**src/rtl/render_sequencer_if.sv**
```systemverilog
// render_sequencer_if
//   Groups the shape-drawer handshake and the framebuffer write port of the
//   render sequencer into one bundle.
//
//   Drawer side : shape_idx_out, draw_start_out (sequencer -> drawer)
//                 draw_hcount_in, draw_vcount_in, draw_color_in,
//                 draw_valid_in, draw_done_in (drawer -> sequencer)
//   Framebuffer : fb_addr_out, fb_data_out, fb_we_out, fb_sel_out
//                 (sequencer -> pixel RAM)
//
//   Modports: master = the sequencer, slave = drawer + framebuffer side.
//
//   Handshake semantics: draw_start_out is a one-cycle command pulse with
//   shape_idx_out valid in the same cycle. The drawer has no back-pressure.
//   Every cycle with draw_valid_in high offers one pixel, and the sequencer
//   always accepts it. The shape ends on the cycle draw_done_in is high,
//   and a pixel offered in that same cycle still counts. fb_we_out qualifies
//   fb_addr_out/fb_data_out for exactly one cycle per write. The RAM must
//   accept a write every cycle.
interface render_sequencer_if #(
  parameter int PIXEL_WIDTH  = 1280,
  parameter int PIXEL_HEIGHT = 720,
  parameter int COLOR_BITS   = 4,
  parameter int MAX_SHAPES   = 16
);
  localparam int AW = $clog2(PIXEL_WIDTH * PIXEL_HEIGHT);
  localparam int HW = $clog2(PIXEL_WIDTH);
  localparam int VW = $clog2(PIXEL_HEIGHT);
  localparam int SW = $clog2(MAX_SHAPES + 1);

  logic [SW-1:0]         shape_idx_out;
  logic                  draw_start_out;
  logic [HW:0]           draw_hcount_in;
  logic [VW:0]           draw_vcount_in;
  logic [COLOR_BITS-1:0] draw_color_in;
  logic                  draw_valid_in;
  logic                  draw_done_in;

  logic [AW-1:0]         fb_addr_out;
  logic [COLOR_BITS-1:0] fb_data_out;
  logic                  fb_we_out;
  logic                  fb_sel_out;

  modport master (
    output shape_idx_out, draw_start_out,
    input  draw_hcount_in, draw_vcount_in, draw_color_in,
    input  draw_valid_in, draw_done_in,
    output fb_addr_out, fb_data_out, fb_we_out, fb_sel_out
  );

  modport slave (
    input  shape_idx_out, draw_start_out,
    output draw_hcount_in, draw_vcount_in, draw_color_in,
    output draw_valid_in, draw_done_in,
    input  fb_addr_out, fb_data_out, fb_we_out, fb_sel_out
  );
endinterface

```
**src/rtl/render_sequencer.sv**
```systemverilog
// render_sequencer
//   Frame-level render controller for a double-buffered framebuffer. On
//   start it clears the back buffer to the background colour, one address per
//   cycle. It then runs up to MAX_SHAPES shapes through an external drawer
//   and forwards the in-range, non-transparent pixels to the framebuffer. It
//   swaps buffers on the next vsync.
//
//   Ports:
//     clk_in, rst_in          clock, asynchronous active-high reset
//     start_in                frame request, sampled only in IDLE
//     vsync_in                frame-boundary pulse, honoured only in WAIT_SWAP
//     background_color_in     clear colour, latched on start
//     num_shapes_in           shape count, latched on start and clamped
//                             to MAX_SHAPES
//     bus                     drawer handshake + framebuffer write port
//     display_buf_out         buffer currently scanned out
//     busy_out                high in every state except IDLE
//     frame_done_out          one-cycle pulse on the buffer swap
//     state_dbg_out           current FSM state encoding (debug)
//
//   All outputs come straight from flops. The combinational block computes
//   the next value of every output, and the single register block stores it.
module render_sequencer #(
  parameter int PIXEL_WIDTH  = 1280,
  parameter int PIXEL_HEIGHT = 720,
  parameter int COLOR_BITS   = 4,
  parameter int MAX_SHAPES   = 16,
  parameter logic [COLOR_BITS-1:0] TRANSPARENT = COLOR_BITS'(4'hF),
  localparam int AW = $clog2(PIXEL_WIDTH * PIXEL_HEIGHT),
  localparam int HW = $clog2(PIXEL_WIDTH),
  localparam int VW = $clog2(PIXEL_HEIGHT),
  localparam int SW = $clog2(MAX_SHAPES + 1)
) (
  input  logic                  clk_in,
  input  logic                  rst_in,
  input  logic                  start_in,
  input  logic                  vsync_in,
  input  logic [COLOR_BITS-1:0] background_color_in,
  input  logic [SW-1:0]         num_shapes_in,
  render_sequencer_if.master    bus,
  output logic                  display_buf_out,
  output logic                  busy_out,
  output logic                  frame_done_out,
  output logic [2:0]            state_dbg_out
);

  typedef enum logic [2:0] {
    ST_IDLE       = 3'd0,
    ST_CLEAR      = 3'd1,
    ST_DRAW_START = 3'd2,
    ST_DRAW_WAIT  = 3'd3,
    ST_WAIT_SWAP  = 3'd4
  } state_t;

  localparam int              NPIX       = PIXEL_WIDTH * PIXEL_HEIGHT;
  localparam logic [AW-1:0]   LAST_ADDR  = AW'(NPIX - 1);
  localparam logic [AW-1:0]   ROW_STRIDE = AW'(PIXEL_WIDTH);
  localparam logic [HW:0]     H_LIMIT    = (HW + 1)'(PIXEL_WIDTH);
  localparam logic [VW:0]     V_LIMIT    = (VW + 1)'(PIXEL_HEIGHT);
  localparam logic [SW-1:0]   SHAPE_MAX  = SW'(MAX_SHAPES);

  // Registered state and outputs
  state_t                state_q,  state_d;
  logic [AW-1:0]         clr_q,    clr_d;     // address shown on fb_addr_out during CLEAR
  logic [SW-1:0]         idx_q,    idx_d;
  logic [SW-1:0]         cnt_q,    cnt_d;
  logic [COLOR_BITS-1:0] bg_q,     bg_d;
  logic [AW-1:0]         addr_q,   addr_d;
  logic [COLOR_BITS-1:0] data_q,   data_d;
  logic                  we_q,     we_d;
  logic                  dstart_q, dstart_d;
  logic                  disp_q,   disp_d;
  logic                  sel_q,    sel_d;
  logic                  busy_q,   busy_d;
  logic                  fdone_q,  fdone_d;

  // Pixel qualification and address. The range check runs first, so the
  // truncated coordinates used for the address are always in range, and the
  // AW-bit product y*PIXEL_WIDTH + x cannot wrap.
  logic                  pixel_ok;
  logic [AW-1:0]         pixel_addr;
  logic [SW-1:0]         num_clamped;

  always_comb begin
    pixel_ok = bus.draw_valid_in &&
               (bus.draw_hcount_in < H_LIMIT) &&
               (bus.draw_vcount_in < V_LIMIT) &&
               (bus.draw_color_in != TRANSPARENT);
    pixel_addr = AW'(bus.draw_vcount_in[VW-1:0]) * ROW_STRIDE +
                 AW'(bus.draw_hcount_in[HW-1:0]);
    num_clamped = (num_shapes_in > SHAPE_MAX) ? SHAPE_MAX : num_shapes_in;
  end

  // Next-state and next-output logic
  always_comb begin
    state_d  = state_q;
    clr_d    = clr_q;
    idx_d    = idx_q;
    cnt_d    = cnt_q;
    bg_d     = bg_q;
    addr_d   = addr_q;
    data_d   = data_q;
    we_d     = 1'b0;
    dstart_d = 1'b0;
    disp_d   = disp_q;
    fdone_d  = 1'b0;

    unique case (state_q)
      ST_IDLE: begin
        if (start_in) begin
          // The first clear write (address 0) is issued on this edge, so it
          // appears in the cycle right after start is sampled.
          bg_d    = background_color_in;
          cnt_d   = num_clamped;
          idx_d   = '0;
          clr_d   = '0;
          we_d    = 1'b1;
          addr_d  = '0;
          data_d  = background_color_in;
          state_d = ST_CLEAR;
        end
      end

      ST_CLEAR: begin
        if (clr_q == LAST_ADDR) begin
          if (cnt_q != '0) begin
            dstart_d = 1'b1;
            state_d  = ST_DRAW_START;
          end else begin
            state_d  = ST_WAIT_SWAP;
          end
        end else begin
          clr_d  = clr_q + AW'(1);
          we_d   = 1'b1;
          addr_d = clr_q + AW'(1);
          data_d = bg_q;
        end
      end

      // draw_start_out is high for exactly this one cycle
      ST_DRAW_START: begin
        state_d = ST_DRAW_WAIT;
      end

      ST_DRAW_WAIT: begin
        if (pixel_ok) begin
          we_d   = 1'b1;
          addr_d = pixel_addr;
          data_d = bus.draw_color_in;
        end
        if (bus.draw_done_in) begin
          if (idx_q == cnt_q - SW'(1)) begin
            state_d = ST_WAIT_SWAP;
          end else begin
            idx_d    = idx_q + SW'(1);
            dstart_d = 1'b1;
            state_d  = ST_DRAW_START;
          end
        end
      end

      ST_WAIT_SWAP: begin
        if (vsync_in) begin
          disp_d  = ~disp_q;
          fdone_d = 1'b1;
          state_d = ST_IDLE;
        end
      end

      default: begin
        state_d = ST_IDLE;
      end
    endcase

    busy_d = (state_d != ST_IDLE);
    sel_d  = ~disp_d;
  end

  always_ff @(posedge clk_in or posedge rst_in) begin
    if (rst_in) begin
      state_q  <= ST_IDLE;
      clr_q    <= '0;
      idx_q    <= '0;
      cnt_q    <= '0;
      bg_q     <= '0;
      addr_q   <= '0;
      data_q   <= '0;
      we_q     <= 1'b0;
      dstart_q <= 1'b0;
      disp_q   <= 1'b0;
      sel_q    <= 1'b1;
      busy_q   <= 1'b0;
      fdone_q  <= 1'b0;
    end else begin
      state_q  <= state_d;
      clr_q    <= clr_d;
      idx_q    <= idx_d;
      cnt_q    <= cnt_d;
      bg_q     <= bg_d;
      addr_q   <= addr_d;
      data_q   <= data_d;
      we_q     <= we_d;
      dstart_q <= dstart_d;
      disp_q   <= disp_d;
      sel_q    <= sel_d;
      busy_q   <= busy_d;
      fdone_q  <= fdone_d;
    end
  end

  assign bus.shape_idx_out  = idx_q;
  assign bus.draw_start_out = dstart_q;
  assign bus.fb_addr_out    = addr_q;
  assign bus.fb_data_out    = data_q;
  assign bus.fb_we_out      = we_q;
  assign bus.fb_sel_out     = sel_q;
  assign display_buf_out    = disp_q;
  assign busy_out           = busy_q;
  assign frame_done_out     = fdone_q;
  assign state_dbg_out      = state_q;

endmodule

```
**src/flat_wrapper.sv**
```systemverilog
// flat-port wrapper written by rule: the top's interface ports become plain ports
module render_sequencer_flat 
#(
  parameter int PIXEL_WIDTH  = 1280,
  parameter int PIXEL_HEIGHT = 720,
  parameter int COLOR_BITS   = 4,
  parameter int MAX_SHAPES   = 16,
  parameter logic [COLOR_BITS-1:0] TRANSPARENT = COLOR_BITS'(4'hF),
  localparam int AW = $clog2(PIXEL_WIDTH * PIXEL_HEIGHT),
  localparam int HW = $clog2(PIXEL_WIDTH),
  localparam int VW = $clog2(PIXEL_HEIGHT),
  localparam int SW = $clog2(MAX_SHAPES + 1)
)
  (clk_in, rst_in, start_in, vsync_in, background_color_in, num_shapes_in, display_buf_out, busy_out, frame_done_out, state_dbg_out, bus_shape_idx_out, bus_draw_start_out, bus_draw_hcount_in, bus_draw_vcount_in, bus_draw_color_in, bus_draw_valid_in, bus_draw_done_in, bus_fb_addr_out, bus_fb_data_out, bus_fb_we_out, bus_fb_sel_out);
  render_sequencer_if #(.PIXEL_WIDTH(PIXEL_WIDTH), .PIXEL_HEIGHT(PIXEL_HEIGHT), .COLOR_BITS(COLOR_BITS), .MAX_SHAPES(MAX_SHAPES)) bus_i ();
  input  logic clk_in;
  input  logic rst_in;
  input  logic start_in;
  input  logic vsync_in;
  input  logic [COLOR_BITS-1:0] background_color_in;
  input  logic [SW-1:0] num_shapes_in;
  output logic display_buf_out;
  output logic busy_out;
  output logic frame_done_out;
  output logic [2:0] state_dbg_out;
  output wire logic [$bits(bus_i.shape_idx_out)-1:0] bus_shape_idx_out;
  output wire logic [$bits(bus_i.draw_start_out)-1:0] bus_draw_start_out;
  input wire logic [$bits(bus_i.draw_hcount_in)-1:0] bus_draw_hcount_in;
  input wire logic [$bits(bus_i.draw_vcount_in)-1:0] bus_draw_vcount_in;
  input wire logic [$bits(bus_i.draw_color_in)-1:0] bus_draw_color_in;
  input wire logic [$bits(bus_i.draw_valid_in)-1:0] bus_draw_valid_in;
  input wire logic [$bits(bus_i.draw_done_in)-1:0] bus_draw_done_in;
  output wire logic [$bits(bus_i.fb_addr_out)-1:0] bus_fb_addr_out;
  output wire logic [$bits(bus_i.fb_data_out)-1:0] bus_fb_data_out;
  output wire logic [$bits(bus_i.fb_we_out)-1:0] bus_fb_we_out;
  output wire logic [$bits(bus_i.fb_sel_out)-1:0] bus_fb_sel_out;
  assign bus_shape_idx_out = bus_i.shape_idx_out;
  assign bus_draw_start_out = bus_i.draw_start_out;
  assign bus_i.draw_hcount_in = bus_draw_hcount_in;
  assign bus_i.draw_vcount_in = bus_draw_vcount_in;
  assign bus_i.draw_color_in = bus_draw_color_in;
  assign bus_i.draw_valid_in = bus_draw_valid_in;
  assign bus_i.draw_done_in = bus_draw_done_in;
  assign bus_fb_addr_out = bus_i.fb_addr_out;
  assign bus_fb_data_out = bus_i.fb_data_out;
  assign bus_fb_we_out = bus_i.fb_we_out;
  assign bus_fb_sel_out = bus_i.fb_sel_out;
  render_sequencer #(.PIXEL_WIDTH(PIXEL_WIDTH), .PIXEL_HEIGHT(PIXEL_HEIGHT), .COLOR_BITS(COLOR_BITS), .MAX_SHAPES(MAX_SHAPES), .TRANSPARENT(TRANSPARENT)) u_core (.clk_in(clk_in), .rst_in(rst_in), .start_in(start_in), .vsync_in(vsync_in), .background_color_in(background_color_in), .num_shapes_in(num_shapes_in), .bus(bus_i), .display_buf_out(display_buf_out), .busy_out(busy_out), .frame_done_out(frame_done_out), .state_dbg_out(state_dbg_out));
endmodule
```
**config.mk**
```make
export PLATFORM = sky130hd
export DESIGN_NAME = render_sequencer_flat
export DESIGN_NICKNAME = d
export VERILOG_FILES = /design/src/rtl/render_sequencer_if.sv /design/src/rtl/render_sequencer.sv /design/src/flat_wrapper.sv
export SDC_FILE = /design/constraint.sdc
export NUM_CORES = 1
export LEC_CHECK = 0
export BUFFER_PORTS_ARGS = -buffer_cell sky130_fd_sc_hd__clkbuf_2
export CORE_MARGIN = 4
export CORE_UTILIZATION = 50
export CTS_BUF_LIST = sky130_fd_sc_hd__clkbuf_8
export DETAILED_ROUTE_END_ITERATION = 10
export HOLD_SLACK_MARGIN = 0.12
export PLACE_DENSITY = 0.73
export SYNTH_ARGS = -nofsm -noshare
export SYNTH_HDL_FRONTEND = slang
export SYNTH_SLANG_ARGS = --single-unit
```
**constraint.sdc**
```tcl
create_clock -name clk_in -period 4.2 [get_ports clk_in]
set_input_delay 0.84 -clock clk_in [delete_from_list [all_inputs] [get_ports clk_in]]
set_output_delay 0.84 -clock clk_in [all_outputs]
set_load 0.02 [all_outputs]
```
Yosys cells after proc, flatten, opt, wreduce, memory -nomap -nowiden
Index checks and enable logic that the tools add are counted.
W data, S select, Z words.
{ "word_totals": {"inputBits": 42, "word_cells": 82, "register_bits": 67, "output_inout_bits": 38} }
{ "op_classes": {"n_lt_le_gt_ge": 3, "muxes": 34, "n_mul": 1, "bitwise_logic": 2, "reduce_logical": 13, "n_addsub": 4, "eq_ne": 12} }
{ "ops": {"columns": ["cell", "n"], "rows": [
  ["$mux W20", 3],
  ["$pmux W20 S3", 1],
  ["$pmux W20 S2", 1],
  ["$add A20 B1 Y20 const B", 1],
  ["$add A20 B11 Y20", 1],
  ["$eq A20 B20 Y1 const B", 1],
  ["$mux W5", 4],
  ["$mux W3", 6],
  ["$pmux W3 S5", 1],
  ["$lt A12 B11 Y1 const B", 1],
  ["$mul A10 B3 Y12 const B", 1],
  ["$mux W4", 3],
  ["$pmux W4 S3", 1],
  ["$lt A11 B10 Y1 const B", 1],
  ["$mux W1", 11],
  ["$pmux W5 S2", 1],
  ["$ne A2 B2 Y1 const B", 4],
  ["$reduce_and A4 Y1", 2],
  ["$eq A3 B2 Y1 const B", 2],
  ["$reduce_bool A3 Y1", 2],
  ["$add A5 B1 Y5 const B", 1],
  ["$eq A5 B5 Y1", 1],
  ["$gt A5 B5 Y1 const B", 1],
  ["$reduce_bool A5 Y1", 1],
  ["other kinds (13)", 17]
]} }

Longest topological paths before layout
{ "logic_depth": {"ltp_word": 6, "ltp_mapped": 10, "mapped_depth_nobuf": 10} }

Worst setup path before layout
No wires, ideal clock.
{ "synth_path": {"kind": "input-to-reg", "startpoint": "in bus_draw_vcount_in[1]", "endpoint": "reg u_core.addr_q[19] (netlist: u_core.bus.fb_addr_out[19])", "path_stages": 10, "setup_ps": 126, "path_slack_ps": 976, "n_path_buf": 0, "required_time_ps": 4074, "arrival_time_ps": 3098, "cell_sequence": "ha_1 -> ha_1 -> fa_1 -> xor2_1 -> nand2_1 -> nor4_2 -> nand4b_1 -> nor3_1 -> xnor2_1 -> a221o_1"} }
{ "synth_via": {"elab_chain_len": 5, "elab_cells_between_ends": 9, "classes_between": "1 x add/sub; 1 x mul; 1 x order compare; 1 x eq/ne; 2 x mux; 3 x reduce/logical"} }
{ "synth_rtl": {"columns": ["element", "line_no", "source"], "rows": [
  ["start: declaration", "flat_wrapper.sv:29", "input wire logic [$bits(bus_i.draw_vcount_in)-1:0] bus_draw_vcount_in;"],
  ["branches (longest 5 deep; another with $add A20 B11 Y20)", null, null],
  ["end signal: assignment", "render_sequencer.sv:200", "addr_q <= addr_d;"],
  ["end: declaration", "render_sequencer.sv:68", "logic [AW-1:0] addr_q, addr_d;"]
]} }
Several ways; the timed one is not identified. The select of a mux whose other input is x is not followed.
A chain may end at the register's enable or synchronous reset.

Worst setup path in the final report
Ends and elaborated chain as after synthesis.

==> metrics.md <==
| Metric | Value |
|---|---|
| Core area | 8180 um^2 |
| RSZ-0062 raised after global routing | no |
| Syn_area_per_cell | 9.08 um^2 |
| Worst Path Required | 4.43 ns |
| FFs w/ async S/R, synth | 1.00 |
| Global route overflow | 0 |
| Critical path fanouts, max | 3 |
| Clock Skews | 0.00574 ns |
| Leading area contributor after synthesis | dfrtp_1 |
| FMAX | 306 MHz |
| Seq/Total Area, Yosys | 0.403 |
| Clock Path Buffers | 2 |
| Ys flop type | dfrtp_1 |
| Finished Cell Area | slightly below 5000 um^2 |
| Die height | 99.3 um |
| WHS | slightly below 0.5 ns |
| Placer Congestion | 0.850 |
| Crit Path Class | primary input to flip-flop |
| Initial antenna violation count | 0 |
| Share of layout cells above drive strength 1 | 0.205 |
| Antenna viol nets, final | 0 |
| Placed inst area | 4660 um^2 |
| # H-tree levels | 3 |
| CTS Hold Buffers Added | 0 |
| Max-slew violations | 0 |
| Clock sink total | 67 |
| Arr. time, crit path | about 3.5 ns |
| Final Setup Violations | 0 |
| Hold Fails Final Rpt | 0 |
| Num rows | 33 |
| #FFs+latches synth | 67 |
| Crit start category | primary input |
| Share of the synthesized area in the top cell type | 0.396 |
| Post-synth top cells | dfrtp_1, nand2_1, nor2_1, o21ai_0, a21oi_1 |
| IO Count | 80 |
| Vias in the first global route | 3605 |
| CTS buffer count | 9 |
| Via density | 5.67 |
| Wire per inst | ~15 um |
| Crit path time final | 3.27 ns |
| Power density cells | approximately 450 nW/um^2 |
| # DRC | 0 |
| Largest net degree at the start of global routing | 45 |
| VDD IR-drop max | 269 uV |
| Vias | 3662 |
| Fin crit share | 0.778 |
| Slew @ Worst Pin | 0.922 ns |
| Inst Count DP | 630 |
| Synth cell types | 56 |
| All-Layer GR Usage | 0.211 |
| Clk_lat worst skew | 0.35 ns |
| Resized Gates After CTS | 0 |
| Worst Slack Setup Final | 0.930 ns |
| R2R depth | 8 |
| Worst rel slew slack | 0.384 |
| Hold Crit Depth | 2 |
| Place WS | 0.585 ns |
| Leakage power | about 2.4 nW |
| CP Capture Type | flip-flop |
| Max cap viols | 0 |
| Worst-path clk slew | roughly 0.07 ns |
| Total inserted antenna cells | 0 |
| Setup TNS Final | 0 ns |
| Post-route non-filler standard cell count | 646 |
| Die width | 99.3 um |
| Root Driver | clkbuf_8 |
| First-pass GRT wire length | 16900 um |
| Initial drt markers | 221 |
| Synth top area cells | dfrtp_1, ha_1, nand2_1 |
| Total power | between 2 and 2.5 mW |
| Final nets | 602 |
| Post-Syn Nets | 525 |
| Mapped cell area | 4170 um^2 |
| Hold Path Class | flip-flop to flip-flop |
| Most frequent cell after synthesis | dfrtp_1 |
| Synth Warn # | 0 |
| Die area | 9860 um^2 |
| CTS tree | built |
| Drt pass-1 iters | 5 |
| Number of synthesized flops with an enable pin | 0 |
| Post-layout util | 0.592 |
| HPWL after DPL | 7390 um |
| Post-CTS Setup Bufs | 0 |
| Initial Util | 0.510 |
| Final wirelength | ~10000 um |
| Port Buffer Count | 79 |
| Status | complete, no violations |
| Area growth syn-to-layout | 16.2% |
| Mapped Cells | 459 |
-- cells by family after synthesis --
group	synth area share
and+or+nand+nor	0.214
AOI/OAI and AO/OA	0.181
DFF	0.403
xor gates and xnor gates	0.0799
buffers and inverters	0.0297
adders and majority gates	0.0757
muxes	0.0168
-- flip-flops by register name, indices dropped and copies added, names as in the netlist --
register / cells
u_core.display_buf_out: 1
u_core.bus.fb_addr_out: 20
u_core.bus.fb_sel_out: 1
u_core.bus.fb_we_out: 1
u_core.busy_out: 1
u_core.cnt_q: 5
u_core.bus.shape_idx_out: 5
u_core.bus.draw_start_out: 1
u_core.bg_q: 4
u_core.state_dbg_out: 3
u_core.clr_q: 20
u_core.frame_done_out: 1
u_core.bus.fb_data_out: 4
-- critical path: stages --
cell and delay, ns:
clkbuf_2 0.12, ha_1 0.30, ha_1 0.24, fa_1 0.42, xor2_1 0.22, nand2_1 0.12
nor4_2 0.38, nand4b_1 0.19, nor3_1 0.23, xnor2_1 0.10, a221o_1 0.32
-- where the power goes --
group / switching [mW] / total, mW / internal (mW) / leakage, nW
Sequential: 0.0993 / 0.856 / 0.757 / 0.898
Clock: 0.237 / 0.494 / 0.256 / 0.105
Combinational: 0.543 / 0.842 / 0.299 / 1.36
Total: 0.879 / 2.19 / 1.31 / 2.36
-- area by class of cell --
cell class              count  area, um^2
flip-flops and latches     67        1680
multi-input cells         362        2370
clock inverters             4        17.5
clock buffers              12         165
well taps                 105         131
fillers                   735        3330
repair buffers             84         433
inverters                  12        45.0
-- final timing paths --
check / startpoint / endpoint / slack (ns)
max in group asynchronous: rst_in / u_core.bus.fb_addr_out[14] / 2.67
hold reg to reg: u_core.bg_q[1] / u_core.bg_q[1] / 0.48
setup / recovery: bus_draw_vcount_in[1] / u_core.bus.fb_addr_out[19] / 0.93
setup reg to reg: u_core.state_dbg_out[2] / u_core.busy_out / 0.98
hold / removal: u_core.bg_q[1] / u_core.bg_q[1] / 0.48
min in group asynchronous: rst_in / u_core.bus.fb_addr_out[2] / 0.68
-- metal layers --
metal | wire (um) | vias up | GRT usage
li1 | - | 1792 | -
met1 | 4250 | 1764 | 0.265
met2 | 5000 | 93 | 0.361
met3 | 541 | 13 | 0.0491
met4 | 143 | 0 | 0.0683
met5 | 0 | - | 0
-- layout by cell type (no fill, tap or decap), types with 3 or more instances in the layout --
cell	netlist	final
inv_1	11	12
nand2_1	64	64
clkbuf_2	0	79
nor3_1	5	5
nand3_1	15	15
buf_4	0	5
a22o_1	9	9
xnor2_1	18	18
a211oi_1	3	3
nand3b_1	8	8
nor2_1	36	36
nand4_1	4	4
o21ai_0	36	36
clkbuf_8	0	12
a21o_1	8	8
o31ai_1	13	13
xor2_1	20	20
ha_1	22	22
a31oi_1	4	4
and3_1	10	10
nand2b_1	7	7
mux2i_1	7	7
nor2b_1	4	4
a21oi_1	27	27
dfrtp_1	66	66
nand4b_1	4	4
o21ai_1	4	4
Power figures use the tool's default switching activity.
